--- src/rtl/cgra_config_loader_if.sv ---
// Configuration word stream between a config source and the CGRA loader.
//   cfg_valid       : source has a config word on the field lines
//   cfg_ready       : loader will take the word on the next rising edge
//   cfg_pe_id       : target PE of the word
//   cfg_index       : context slot inside the PE
//   cfg_input_pe_1/2: operand-source selects
//   cfg_op          : opcode
//   cfg_const       : constant operand
// Modports: master = config source, slave = loader.
interface cgra_config_loader_if #(
   parameter int PE_ID_WIDTH        = 4,
   parameter int CONTEXT_IDX_WIDTH  = 2,
   parameter int NEIGHBOR_SEL_WIDTH = 3,
   parameter int OP_WIDTH           = 4,
   parameter int DATA_WIDTH         = 32
);
   logic                          cfg_valid;
   logic                          cfg_ready;
   logic [PE_ID_WIDTH-1:0]        cfg_pe_id;
   logic [CONTEXT_IDX_WIDTH-1:0]  cfg_index;
   logic [NEIGHBOR_SEL_WIDTH-1:0] cfg_input_pe_1;
   logic [NEIGHBOR_SEL_WIDTH-1:0] cfg_input_pe_2;
   logic [OP_WIDTH-1:0]           cfg_op;
   logic [DATA_WIDTH-1:0]         cfg_const;

   modport master (
      output cfg_valid, cfg_pe_id, cfg_index, cfg_input_pe_1, cfg_input_pe_2,
             cfg_op, cfg_const,
      input  cfg_ready
   );

   modport slave (
      input  cfg_valid, cfg_pe_id, cfg_index, cfg_input_pe_1, cfg_input_pe_2,
             cfg_op, cfg_const,
      output cfg_ready
   );
endinterface

--- src/rtl/cgra_config_loader.sv ---
// CGRA configuration loader: takes PE_NUM*CONTEXT_NUM config words from a
// valid/ready stream, writes each to its PE through a one-hot strobe with
// broadcast fields, then pulses a context-counter restart and enters RUN.
//   clk, reset_n       : clock (rising edge), asynchronous active-low reset
//   start, abort       : begin a load / cancel load or run (abort wins)
//   cfg                : config word stream (slave side)
//   pe_write           : one-hot per-PE write strobe, one cycle per word
//   pe_config_index .. pe_const : registered broadcast fields of that word
//   pe_config_reset    : one-cycle restart pulse after the last word
//   busy, done, error  : status (error = out-of-range PE id seen)
module cgra_config_loader #(
   parameter int PE_NUM             = 16,
   parameter int PE_ID_WIDTH        = 4,
   parameter int CONTEXT_NUM        = 4,
   parameter int CONTEXT_IDX_WIDTH  = 2,
   parameter int NEIGHBOR_SEL_WIDTH = 3,
   parameter int OP_WIDTH           = 4,
   parameter int DATA_WIDTH         = 32
) (
   input  logic                          clk,
   input  logic                          reset_n,
   input  logic                          start,
   input  logic                          abort,
   cgra_config_loader_if.slave           cfg,
   output logic [PE_NUM-1:0]             pe_write,
   output logic [CONTEXT_IDX_WIDTH-1:0]  pe_config_index,
   output logic [NEIGHBOR_SEL_WIDTH-1:0] pe_input_pe_1,
   output logic [NEIGHBOR_SEL_WIDTH-1:0] pe_input_pe_2,
   output logic [OP_WIDTH-1:0]           pe_op,
   output logic [DATA_WIDTH-1:0]         pe_const,
   output logic                          pe_config_reset,
   output logic                          busy,
   output logic                          done,
   output logic                          error
);

   localparam int TOTAL_WORDS = PE_NUM * CONTEXT_NUM;
   localparam int CNT_WIDTH   = $clog2(TOTAL_WORDS + 1);
   localparam logic [CNT_WIDTH-1:0]   TOTAL_CNT = CNT_WIDTH'(TOTAL_WORDS);
   // One extra bit so PE_NUM itself is representable for the range check.
   localparam logic [PE_ID_WIDTH:0]   PE_LIMIT  = (PE_ID_WIDTH + 1)'(PE_NUM);

   typedef enum logic [2:0] {
      IDLE  = 3'd0,
      LOAD  = 3'd1,
      FLUSH = 3'd2,
      PULSE = 3'd3,
      RUN   = 3'd4
   } state_t;

   state_t                          state_r, state_next_s;
   logic [CNT_WIDTH-1:0]            word_cnt_r, word_cnt_next_s;
   logic                            error_r, error_next_s;
   logic                            id_ok_s;
   logic                            load_word_s;
   logic [PE_NUM-1:0]               pe_write_r, pe_write_next_s;
   logic [CONTEXT_IDX_WIDTH-1:0]    pe_config_index_r;
   logic [NEIGHBOR_SEL_WIDTH-1:0]   pe_input_pe_1_r, pe_input_pe_2_r;
   logic [OP_WIDTH-1:0]             pe_op_r;
   logic [DATA_WIDTH-1:0]           pe_const_r;
   logic                            pe_config_reset_r, busy_r, done_r;

   // Ready is a pure state decode so the source sees it in the same cycle.
   assign cfg.cfg_ready = (state_r == LOAD);

   // State, word counter and sticky error register.
   always_ff @(posedge clk or negedge reset_n) begin
      if (!reset_n) begin
         state_r    <= IDLE;
         word_cnt_r <= '0;
         error_r    <= 1'b0;
      end else begin
         state_r    <= state_next_s;
         word_cnt_r <= word_cnt_next_s;
         error_r    <= error_next_s;
      end
   end

   // Next-state, counter/error update and word-accept decode.
   always_comb begin
      state_next_s    = state_r;
      word_cnt_next_s = word_cnt_r;
      error_next_s    = error_r;
      load_word_s     = 1'b0;
      id_ok_s         = ({1'b0, cfg.cfg_pe_id} < PE_LIMIT);
      if (abort) begin
         // Abort overrides everything, including a word offered this cycle.
         state_next_s = IDLE;
      end else begin
         case (state_r)
            IDLE: begin
               if (start) begin
                  state_next_s    = LOAD;
                  word_cnt_next_s = '0;
                  error_next_s    = 1'b0;
               end else begin
                  state_next_s = IDLE;
               end
            end
            LOAD: begin
               if (cfg.cfg_valid) begin
                  if (id_ok_s) begin
                     load_word_s     = 1'b1;
                     word_cnt_next_s = word_cnt_r + CNT_WIDTH'(1);
                     if (word_cnt_next_s == TOTAL_CNT) begin
                        state_next_s = FLUSH;
                     end else begin
                        state_next_s = LOAD;
                     end
                  end else begin
                     // Out-of-range PE: drop the word, do not count it.
                     error_next_s = 1'b1;
                  end
               end else begin
                  state_next_s = LOAD;
               end
            end
            FLUSH:   state_next_s = PULSE;
            PULSE:   state_next_s = RUN;
            RUN: begin
               if (start) begin
                  state_next_s    = LOAD;
                  word_cnt_next_s = '0;
                  error_next_s    = 1'b0;
               end else begin
                  state_next_s = RUN;
               end
            end
            default: state_next_s = IDLE;
         endcase
      end
   end

   // One-hot strobe for the accepted word; all zero when nothing is taken.
   always_comb begin
      pe_write_next_s = '0;
      for (int i = 0; i < PE_NUM; i++) begin
         pe_write_next_s[i] = load_word_s && (cfg.cfg_pe_id == PE_ID_WIDTH'(i));
      end
   end

   // Registered PE-side outputs; status is decoded from the next state so it
   // lines up with state_r without a combinational output path.
   always_ff @(posedge clk or negedge reset_n) begin
      if (!reset_n) begin
         pe_write_r        <= '0;
         pe_config_index_r <= '0;
         pe_input_pe_1_r   <= '0;
         pe_input_pe_2_r   <= '0;
         pe_op_r           <= '0;
         pe_const_r        <= '0;
         pe_config_reset_r <= 1'b0;
         busy_r            <= 1'b0;
         done_r            <= 1'b0;
      end else begin
         pe_write_r <= pe_write_next_s;
         if (load_word_s) begin
            pe_config_index_r <= cfg.cfg_index;
            pe_input_pe_1_r   <= cfg.cfg_input_pe_1;
            pe_input_pe_2_r   <= cfg.cfg_input_pe_2;
            pe_op_r           <= cfg.cfg_op;
            pe_const_r        <= cfg.cfg_const;
         end
         pe_config_reset_r <= (state_next_s == PULSE);
         busy_r            <= (state_next_s == LOAD) || (state_next_s == FLUSH) ||
                              (state_next_s == PULSE);
         done_r            <= (state_next_s == RUN);
      end
   end

   assign pe_write        = pe_write_r;
   assign pe_config_index = pe_config_index_r;
   assign pe_input_pe_1   = pe_input_pe_1_r;
   assign pe_input_pe_2   = pe_input_pe_2_r;
   assign pe_op           = pe_op_r;
   assign pe_const        = pe_const_r;
   assign pe_config_reset = pe_config_reset_r;
   assign busy            = busy_r;
   assign done            = done_r;
   assign error           = error_r;

endmodule

--- src/flat_wrapper.sv ---
// flat-port wrapper written by rule: the top's interface ports become plain ports
module cgra_config_loader_flat 
#(
   parameter int PE_NUM             = 16,
   parameter int PE_ID_WIDTH        = 4,
   parameter int CONTEXT_NUM        = 4,
   parameter int CONTEXT_IDX_WIDTH  = 2,
   parameter int NEIGHBOR_SEL_WIDTH = 3,
   parameter int OP_WIDTH           = 4,
   parameter int DATA_WIDTH         = 32
)
  (clk, reset_n, start, abort, pe_write, pe_config_index, pe_input_pe_1, pe_input_pe_2, pe_op, pe_const, pe_config_reset, busy, done, error, cfg_cfg_valid, cfg_cfg_pe_id, cfg_cfg_index, cfg_cfg_input_pe_1, cfg_cfg_input_pe_2, cfg_cfg_op, cfg_cfg_const, cfg_cfg_ready);
  cgra_config_loader_if #(.PE_ID_WIDTH(PE_ID_WIDTH), .CONTEXT_IDX_WIDTH(CONTEXT_IDX_WIDTH), .NEIGHBOR_SEL_WIDTH(NEIGHBOR_SEL_WIDTH), .OP_WIDTH(OP_WIDTH), .DATA_WIDTH(DATA_WIDTH)) cfg_i ();
  input  logic clk;
  input  logic reset_n;
  input  logic start;
  input  logic abort;
  output logic [PE_NUM-1:0] pe_write;
  output logic [CONTEXT_IDX_WIDTH-1:0] pe_config_index;
  output logic [NEIGHBOR_SEL_WIDTH-1:0] pe_input_pe_1;
  output logic [NEIGHBOR_SEL_WIDTH-1:0] pe_input_pe_2;
  output logic [OP_WIDTH-1:0] pe_op;
  output logic [DATA_WIDTH-1:0] pe_const;
  output logic pe_config_reset;
  output logic busy;
  output logic done;
  output logic error;
  input wire logic [$bits(cfg_i.cfg_valid)-1:0] cfg_cfg_valid;
  input wire logic [$bits(cfg_i.cfg_pe_id)-1:0] cfg_cfg_pe_id;
  input wire logic [$bits(cfg_i.cfg_index)-1:0] cfg_cfg_index;
  input wire logic [$bits(cfg_i.cfg_input_pe_1)-1:0] cfg_cfg_input_pe_1;
  input wire logic [$bits(cfg_i.cfg_input_pe_2)-1:0] cfg_cfg_input_pe_2;
  input wire logic [$bits(cfg_i.cfg_op)-1:0] cfg_cfg_op;
  input wire logic [$bits(cfg_i.cfg_const)-1:0] cfg_cfg_const;
  output wire logic [$bits(cfg_i.cfg_ready)-1:0] cfg_cfg_ready;
  assign cfg_i.cfg_valid = cfg_cfg_valid;
  assign cfg_i.cfg_pe_id = cfg_cfg_pe_id;
  assign cfg_i.cfg_index = cfg_cfg_index;
  assign cfg_i.cfg_input_pe_1 = cfg_cfg_input_pe_1;
  assign cfg_i.cfg_input_pe_2 = cfg_cfg_input_pe_2;
  assign cfg_i.cfg_op = cfg_cfg_op;
  assign cfg_i.cfg_const = cfg_cfg_const;
  assign cfg_cfg_ready = cfg_i.cfg_ready;
  cgra_config_loader #(.PE_NUM(PE_NUM), .PE_ID_WIDTH(PE_ID_WIDTH), .CONTEXT_NUM(CONTEXT_NUM), .CONTEXT_IDX_WIDTH(CONTEXT_IDX_WIDTH), .NEIGHBOR_SEL_WIDTH(NEIGHBOR_SEL_WIDTH), .OP_WIDTH(OP_WIDTH), .DATA_WIDTH(DATA_WIDTH)) u_core (.clk(clk), .reset_n(reset_n), .start(start), .abort(abort), .cfg(cfg_i), .pe_write(pe_write), .pe_config_index(pe_config_index), .pe_input_pe_1(pe_input_pe_1), .pe_input_pe_2(pe_input_pe_2), .pe_op(pe_op), .pe_const(pe_const), .pe_config_reset(pe_config_reset), .busy(busy), .done(done), .error(error));
endmodule
--- config.mk ---
export PLATFORM = sky130hd
export DESIGN_NAME = cgra_config_loader_flat
export DESIGN_NICKNAME = d
export VERILOG_FILES = /design/src/rtl/cgra_config_loader_if.sv /design/src/rtl/cgra_config_loader.sv /design/src/flat_wrapper.sv
export SDC_FILE = /design/constraint.sdc
export NUM_CORES = 1
export LEC_CHECK = 0
export CAP_MARGIN = 20
export CORE_MARGIN = 2
export CORE_UTILIZATION = 43
export CTS_CLUSTER_SIZE = 14
export DETAILED_ROUTE_END_ITERATION = 7
export PLACE_DENSITY = 0.8
export REMOVE_ABC_BUFFERS = 1
export SYNTH_ARGS = -nofsm -noshare
export SYNTH_HDL_FRONTEND = slang
export SYNTH_SLANG_ARGS = --single-unit
--- constraint.sdc ---
create_clock -name clk -period 2.16 [get_ports clk]
set_input_delay 0.432 -clock clk [delete_from_list [all_inputs] [get_ports clk]]
set_output_delay 0.432 -clock clk [all_outputs]
set_load 0.01 [all_outputs]
=== Word-level counts from Yosys, hierarchy flattened ===
Index checks and enable logic that the tools add are counted.

* Add/subtract/negate cells: 1
* Equality and inequality tests: 26
* Muxes and demuxes: 12
* Bitwise gates (word level): 1
* Reduce and logical (&&, ||, !) cells: 23

{| class="wikitable"
|+ Operators by type and width
! cell !! number
|-
| $eq 4x4->1 const B || 8
|-
| $eq 4x3->1 const B || 4
|-
| $logic_and 1x1->1 || 16
|-
| $pmux 3 s5 || 1
|-
| $mux 7 || 2
|-
| $pmux 7 s2 || 1
|-
| $eq 3x2->1 const B || 4
|-
| $eq 4x2->1 const B || 2
|-
| $add 7x1->7 const B || 1
|-
| $eq 7x7->1 const B || 1
|-
| $eq 3x1->1 const B || 2
|-
| $eq 3x3->1 const B || 2
|-
| $mux 3 || 2
|-
| $eq 4x1->1 const B || 1
|-
| $logic_not 4->1 || 1
|-
| $mux 1 || 4
|-
| $mux 2 || 2
|-
| $reduce_and 4->1 || 1
|-
| $logic_not 3->1 || 1
|-
| $logic_or 1x1->1 || 2
|-
| $ne 2x1->1 const B || 1
|-
| $ne 2x2->1 const B || 1
|-
| $reduce_bool 2->1 || 1
|-
| $reduce_or 2->1 || 1
|-
| $not 1->1 || 1
|}

* Register bits after elaboration: 73
* Input port bits: 53
* Output and inout bits: 65
* Logic and storage cells: 74

=== Depth between registers and ports, before layout ===
Gate-level depths: netlist of run 1.

* Depth in word-level cells: 9
* Depth in mapped cells: 7
* Gate-level depth less buffers: 5

=== Worst setup path after synthesis of run 1 ===
OpenSTA, ideal clock, no wires.

* Path type: flip-flop to flip-flop
* Start: reg u_core.word_cnt_r[0]
* End: reg u_core.state_r[0]
* Library setup time: 0.129 ns
* Arrival time: 1.565 ns
* Required time: 2.031 ns
* Setup slack: 0.466 ns
* Cell stages (with the launch flop): 6
* Buffers on the path: 0
* Period minus slack after synthesis: 1.694 ns
* Cells stage by stage: dfrtp_1 -> ha_1 -> xnor2_1 -> or4b_1 -> a22oi_2 -> o21ai_0

* Longest elaborated chain between the ends: 6

{| class="wikitable"
|+ Ends and longest elaborated chain
! what !! line !! source
|-
| start, declared || cgra_config_loader.sv:52 || <nowiki>logic [CNT_WIDTH-1:0] word_cnt_r, word_cnt_next_s;</nowiki>
|-
| start signal, assigned || cgra_config_loader.sv:74 || <nowiki>word_cnt_r <= word_cnt_next_s;</nowiki>
|-
| $add 7x1->7 || cgra_config_loader.sv:104 || <nowiki>word_cnt_next_s = word_cnt_r + CNT_WIDTH'(1);</nowiki>
|-
| $eq 7x7->1 || cgra_config_loader.sv:105 || <nowiki>if (word_cnt_next_s == TOTAL_CNT) begin</nowiki>
|-
| $mux 2 || cgra_config_loader.sv:105 ||
|-
| $mux 2 || cgra_config_loader.sv:101 || <nowiki>if (cfg.cfg_valid) begin</nowiki>
|-
| $pmux 3 s5 || cgra_config_loader.sv:90 || <nowiki>case (state_r)</nowiki>
|-
| $mux 3 || cgra_config_loader.sv:86 || <nowiki>if (abort) begin</nowiki>
|-
| via u_core.state_next_s[0] || cgra_config_loader.sv:51 || <nowiki>state_t state_r, state_next_s;</nowiki>
|-
| end signal, assigned || cgra_config_loader.sv:73 || <nowiki>state_r <= state_next_s;</nowiki>
|-
| end, declared || cgra_config_loader.sv:51 ||
|}

The timed path passes the listed nets, and every way through them passes these cells.
A chain may end at the register's enable or synchronous reset.

=== Worst setup path in the final report of run 1 ===
* Start: reg u_core.state_r[1]
* End: out cfg_cfg_ready

* Longest elaborated chain between the ends: 1

{| class="wikitable"
|+ Ends and longest elaborated chain
! what !! line !! source
|-
| $eq 3x1->1 || cgra_config_loader.sv:64 || <nowiki>assign cfg.cfg_ready = (state_r == LOAD);</nowiki>
|-
| end, declared || flat_wrapper.sv:35 || <nowiki>output wire logic [$bits(cfg_i.cfg_ready)-1:0] cfg_cfg_ready;</nowiki>
|}

Every way passes these cells.

==> results of run 1 <==
## through the flow
step	instances	setup slack [ns]
after floorplan	290	-0.123
after global placement	494	0.0497
after detailed placement	494	0.0688
after CTS	510	0.0762
after global routing	510	0.00368
final	510	0.143
## where the power goes
part | internal, W | switching, W | total (W) | leakage [nW]
sequential | 0.00162 | 0.000147 | 0.00176 | 0.952
clock | 0.000415 | 0.000470 | 0.000885 | 0.0774
combinational | 0.000613 | 0.000451 | 0.00106 | 1.02
total | 0.00264 | 0.00107 | 0.00371 | 2.05
## critical path: stages (launching register included)
cell and delay (ns):
dfrtp_1 0.47, nor3_1 0.22, clkdlybuf4s50_1 0.56
## cells by family (layout without fill, tap and decap cells)
| logic type | after synthesis | in the layout | share of synthesized area |
|---|---|---|---|
| simple gates | 186 | 186 | 0.270 |
| flops | 73 | 73 | 0.627 |
| compound gates | 19 | 19 | 0.0434 |
| buf+inv | 18 | 144 | 0.0343 |
| xor+xnor | 3 | 3 | 0.00902 |
| fa+ha+maj | 2 | 2 | 0.00859 |
| mux | 2 | 2 | 0.00687 |
| other cells | 1 | 1 | 0.00129 |
## registers in the layout (all words and copies together), names as in the netlist
register	flops
u_core.pe_config_index	2
u_core.state_r	3
u_core.pe_const	32
u_core.pe_config_reset	1
u_core.busy	1
u_core.pe_input_pe_2	3
u_core.pe_op	4
u_core.word_cnt_r	7
u_core.pe_input_pe_1	3
u_core.done	1
u_core.pe_write	16
## placed cells by master, fill, tap and decap left out, types with 2 or more instances in the layout
cell and instances:
a21o_1 3, a21oi_1 4, a31oi_1 2, buf_12 2, buf_4 7, clkbuf_1 4, clkbuf_8 9, clkdlybuf4s50_1 115
clkinv_2 2, dfrtp_1 72, ha_1 2, inv_1 4, mux2i_1 2, nand2_1 139, nand2b_1 2, nand3_1 5
nand3b_1 2, nand4_1 2, nor2_1 19, nor3_1 4, nor4_1 3, o21ai_0 4, or3_1 2, xnor2_1 2
## layer usage
layer  part of all wire  routed length (um)  vias to the layer above  global-route usage
met5                  0                   0                        -                   0
met4             0.0079                  56                        0              0.0511
met3              0.093                 656                        6              0.0924
met2               0.48                3430                       82               0.311
met1               0.42                2950                     1185               0.257
li1                   -                   -                     1207                   -
## worst min-delay path by stage
stage | startpoint | endpoint | slack (ns)
finish | reset_n | u_core.pe_input_pe_2[2]$_DFFE_PN0P_ | 0.07
global route | reset_n | u_core.pe_const[11]$_DFFE_PN0P_ | 0.1
CTS | reset_n | u_core.word_cnt_r[6]$_DFFE_PN0P_ | 0.08
detailed placement | reset_n | u_core.pe_input_pe_2[2]$_DFFE_PN0P_ | 0.44
global placement | reset_n | u_core.pe_config_index[1]$_DFFE_PN0P_ | 0.45
floorplan | reset_n | u_core.busy$_DFF_PN0_ | 0.14
## cell type report
cell class | count | area, um^2 | area share
timing repair buffer | 124 | 1240 | 0.287
sequential | 73 | 1830 | 0.422
inverter | 4 | 15.0 | 0.00346
clock inverter | 3 | 17.5 | 0.00404
tap | 80 | 100 | 0.0231
clock buffer | 13 | 139 | 0.0320
multi-input combinational | 213 | 991 | 0.229
==> flow_summary_export.csv, run 1 <==
group,metric,value,unit
yosys,synth.avg_cell_area,9.59,um^2
yosys,synth-warning-count,0,
timing,timing_hold_violations_final,0,
yosys,netlist-cell-type-count,37,
yosys,synth_seq_cells,73,
global_routing,grt_max_degree,41,
critical_path,critical_path.endpoint_type,"output pin",
drt,drtPass1Iterations,4,
timing,tightest_slew,0.522,ns
yosys,ys_top_cells_by_count,"nand2_1, dfrtp_1, nor2_1",
yosys,netlist_area,0.00291,mm^2
yosys,synth_sequential_area_ratio,0.627,
yosys,synth_largest_type_area_fraction,0.627,
critical_path,critical_path_class,"reg -> out",
finish,n_fill_cell,534,
critical_path,arrival,1.58,ns
power,power.density_cell_area,857,mW/mm^2
drt,dr_total_vias,2480,
power,peakVddDrop,517,uV
clock_tree,worst_skew_pair.late_latency,0.33,ns
timing,timing.final.crit_share,0.934,
global_routing,first_global_vias,2466,
global_routing,grt.total_usage,0.201,
finish,finish.utilization,0.649,
yosys,ys.flop_type,"dfrtp_1",
clock_tree,cts-root-to-sink-buffers,2,
timing,min_period,2.02,ns
clock_tree,clk_root_buffer_cell,"clkbuf_8",
clock_tree,clock_sink_count,73,
yosys,yosys.cell_count.top_type,"nand2_1",
clock_tree,cts.clk_slew.worst_paths,0.07,ns
clock_tree,cts-hold-fix-buffers,0,
floorplanning,num_io_pins,118,
drt,routed_wl,7090,um
run_status,run_status,"completed",
power,total_power,0.00371,W
global_routing,antenna_found_initial,0,
placement,dp.final_hpwl,5220,um
placement,placement.cell_area,0.00418,mm^2
clock_tree,cts_made_buffers,9,
finish,diodes,0,
drt,post_drt_via_cell_ratio,4.86,
timing,grt_setup_unrepaired,"false",
global_routing,grt.overflow.total,0,
floorplanning,die_h,86.3,um
finish,finish.instance_area,0.00433,mm^2
critical_path,critical_path.startpoint,"u_core.state_r[1]$_DFF_PN0_",
yosys,synth.area.top_cells,"dfrtp_1, nand2_1, nor2_1",
power,lkg_pwr,2.05,nW
floorplanning,rows,30,
timing,clock.fmax,0.496,GHz
critical_path,crit_path_max_fanout,7,
critical_path,timing.reg2reg.setup_slack,0.31,ns
drt,drtAntennaViolNets,0,
clock_tree,cts_resized,0,
drt,post-route-drc-count,0,
critical_path,startpoint_type,"flop",
yosys,ys_async_sr_fraction,1.00,
run,maxCapViolCount,0,
critical_path,r2r_cells,5,
timing,finalSetupViolCount,0,
critical_path,last_element_of_the_critical_path,"cfg_cfg_ready",
floorplanning,floorplan.initialDensity,0.436,
global_routing,grt_pass1_wl,11700,um
timing,hold_ws,0.0658,ns
floorplanning,fp.dieW,86.3,um
placement,finalWeightedCongestion,0.783,
critical_path,r2r_start,"u_core.word_cnt_r[0]$_DFFE_PN0P_",
finish,area_growth_syn_to_layout,48.7,%
yosys,edff_count_synth,0,
timing,maxSlewViolCount,0,
worst_hold_path,min_path_type,"in -> async",
timing,slew_headroom,0.649,
timing,total_negative_setup_slack,0,ns
floorplanning,die_area,0.00745,mm^2
drt,drt_first_iter_violations,82,
yosys,synth.largest_area_cell,"dfrtp_1",
drt,routed_wire_length_per_instance,13.9,um
clock_tree,cts_post_setup_buffers_inserted,0,
critical_path,worstPathRequired,1.73,ns
clock_tree,htreeDepth,3,
floorplanning,core_area,0.00668,mm^2
placement,io_buffers,116,
finish,drive_gt1_frac,0.0651,
yosys,synthCells,304,
timing,clock-skew-final,0.00717,ns
clock_tree,cts_tree,"done",
finish,final_net_count,480,
critical_path,rr_endpoint,"u_core.state_r[0]$_DFF_PN0_",
Note: power is estimated with default switching activity, not from simulation.
==> run 2, diff against run 1 <==
RECOVER_POWER = 100   (was unset)
==> run 2 against run 1 <==
Against the previous run: sequential cell count unchanged; sequential share of layout area rose by 0.44 points; die area unchanged; cell count unchanged; maximum frequency barely moved; non-clock buffer count unchanged; largest cell class unchanged; clock skew hardly changed; core utilization down 0.67 points; worst setup slack is essentially flat.
==> flow_summary_export.csv, run 2 (synthesis results as in run 1) <==
group,metric,value,unit
drt,drt_first_iter_violations,97,
worst_hold_path,min_path_type,"in -> async",
timing,clock.fmax,0.496,GHz
finish,area_growth_syn_to_layout,47.2,%
drt,dr_total_vias,2478,
timing,min_period,2.02,ns
critical_path,startpoint_type,"input pin",
global_routing,first_global_vias,2466,
floorplanning,die_h,86.3,um
critical_path,crit_path_max_fanout,7,
critical_path,arrival,2.26,ns
placement,io_buffers,116,
drt,routed_wire_length_per_instance,13.9,um
timing,finalSetupViolCount,0,
finish,n_fill_cell,542,
timing,timing.final.crit_share,0.934,
timing,final.setup.worst_slack,0.144,ns
finish,drive_gt1_frac,0.0558,
power,power.density_cell_area,839,mW/mm^2
global_routing,grt_max_degree,41,
drt,drtAntennaViolNets,0,
timing,maxSlewViolCount,0,
finish,mostFrequentLayoutCell,"nand2_1",
placement,dp_slack,0.0688,ns
timing,slew_headroom,0.362,
finish,final_net_count,480,
clock_tree,htreeDepth,3,
clock_tree,clock_sink_count,73,
timing,total_negative_setup_slack,0,ns
critical_path,worstPathRequired,2.41,ns
clock_tree,worst_skew_pair.late_latency,0.33,ns
finish,layout.area.seq,0.00183,mm^2
finish,diodes,0,
clock_tree,cts-hold-fix-buffers,0,
global_routing,grt_pass1_wl,11700,um
timing,clock-skew-final,0.00703,ns
clock_tree,cts_tree,"done",
critical_path,critical_path_class,"in -> reg",
finish,largest_reg_flops,32,
floorplanning,rows,30,
power,lkg_pwr,2.16,nW
clock_tree,cts.clk_slew.worst_paths,0.07,ns
drt,drtPass1Iterations,4,
global_routing,grt.overflow.total,0,
timing,tightest_slew,0.957,ns
drt,post-route-drc-count,0,
floorplanning,fp.dieW,86.3,um
run_status,run_status,"completed",
timing,grt_setup_unrepaired,"false",
finish,area_of_combinational_cells_with_multiple_inputs,970,um^2
global_routing,antenna_found_initial,0,
clock_tree,cts-root-to-sink-buffers,2,
finish,most-common-layout-cells,"nand2_1, dfrtp_1, dlygate4sd3_1, clkdlybuf4s50_1, nor2_1",
clock_tree,cts_post_setup_buffers_inserted,0,
power,total_power,0.00360,W
clock_tree,clk_root_buffer_cell,"clkbuf_8",
timing,timing_hold_violations_final,0,
placement,finalWeightedCongestion,0.783,
drt,routed_wl,7090,um
floorplanning,floorplan.initialDensity,0.436,
placement,dp.final_hpwl,5220,um
drt,post_drt_via_cell_ratio,4.86,
critical_path,timing.reg2reg.setup_slack,0.24,ns
global_routing,grt.total_usage,0.201,
clock_tree,cts_made_buffers,9,
run,maxCapViolCount,0,
critical_path,critical_path.endpoint_type,"flop",
power,peakVddDrop,492,uV
floorplanning,num_io_pins,118,
floorplanning,core_area,0.00668,mm^2
floorplanning,die_area,0.00745,mm^2
## run 2: path summary, 6_finish.rpt
path,from,endpoint,cells after the start
worst max register to register,u_core.word_cnt_r[0]$_DFFE_PN0P_,u_core.state_r[0]$_DFF_PN0_,5
worst min register to register,u_core.pe_const[13]$_DFFE_PN0P_,u_core.pe_const[13]$_DFFE_PN0P_,2
worst max-delay path,abort,u_core.pe_write[0]$_DFF_PN0_,5
max in group asynchronous,reset_n,u_core.pe_const[27]$_DFFE_PN0P_,2
min in group clk,u_core.pe_const[13]$_DFFE_PN0P_,u_core.pe_const[13]$_DFFE_PN0P_,2
worst min-delay path,reset_n,u_core.pe_input_pe_2[2]$_DFFE_PN0P_,1
## run 2: per-stage QoR
step	instance area (um^2)	cells	utilization	hold slack, ns
after floorplan	2830	290	-	0.136
after global placement	4180	494	0.625	0.447
after detailed placement	4180	494	0.625	0.442
after CTS	4330	510	0.649	0.0773
after global routing	4290	510	0.642	0.313
final	4290	510	0.642	0.239
## run 2: critical path: stages
cell and delay [ns]:
dlygate4sd3_1 0.57, nor4b_2 0.43, nand2_1 0.23, or3_1 0.43, nor3_1 0.16
## run 2: final cells by class
class	count	area share
Tap cell	80	0.0233
Timing Repair Buffer	124	0.284
Inverter	4	0.00350
Clock inverter	3	0.00408
Multi-Input combinational cell	213	0.226
Sequential cell	73	0.426
Clock buffer	13	0.0324
## run 2: power breakdown
part	total (W)	leakage (nW)	internal [W]	switching, W
Combinational	0.000963	1.13	0.000514	0.000450
Clock	0.000883	0.0774	0.000415	0.000468
Sequential	0.00175	0.952	0.00162	0.000136
Total	0.00360	2.16	0.00254	0.00105
## run 2: routing by layer
metal  GRT usage  up-vias  share of wire
met1       0.257     1173           0.42
met4      0.0511        0         0.0073
met2       0.311       87           0.48
li1            -     1212              -
met5           0        -              0
met3      0.0924        6          0.092
## run 2: repair_timing
| action | in CTS | in global routing |
|---|---|---|
| endpoints found under the setup margin | 0 | 1 |
| endpoints found under the hold margin | 0 | 0 |
| gates resized for setup | 0 | 1 |
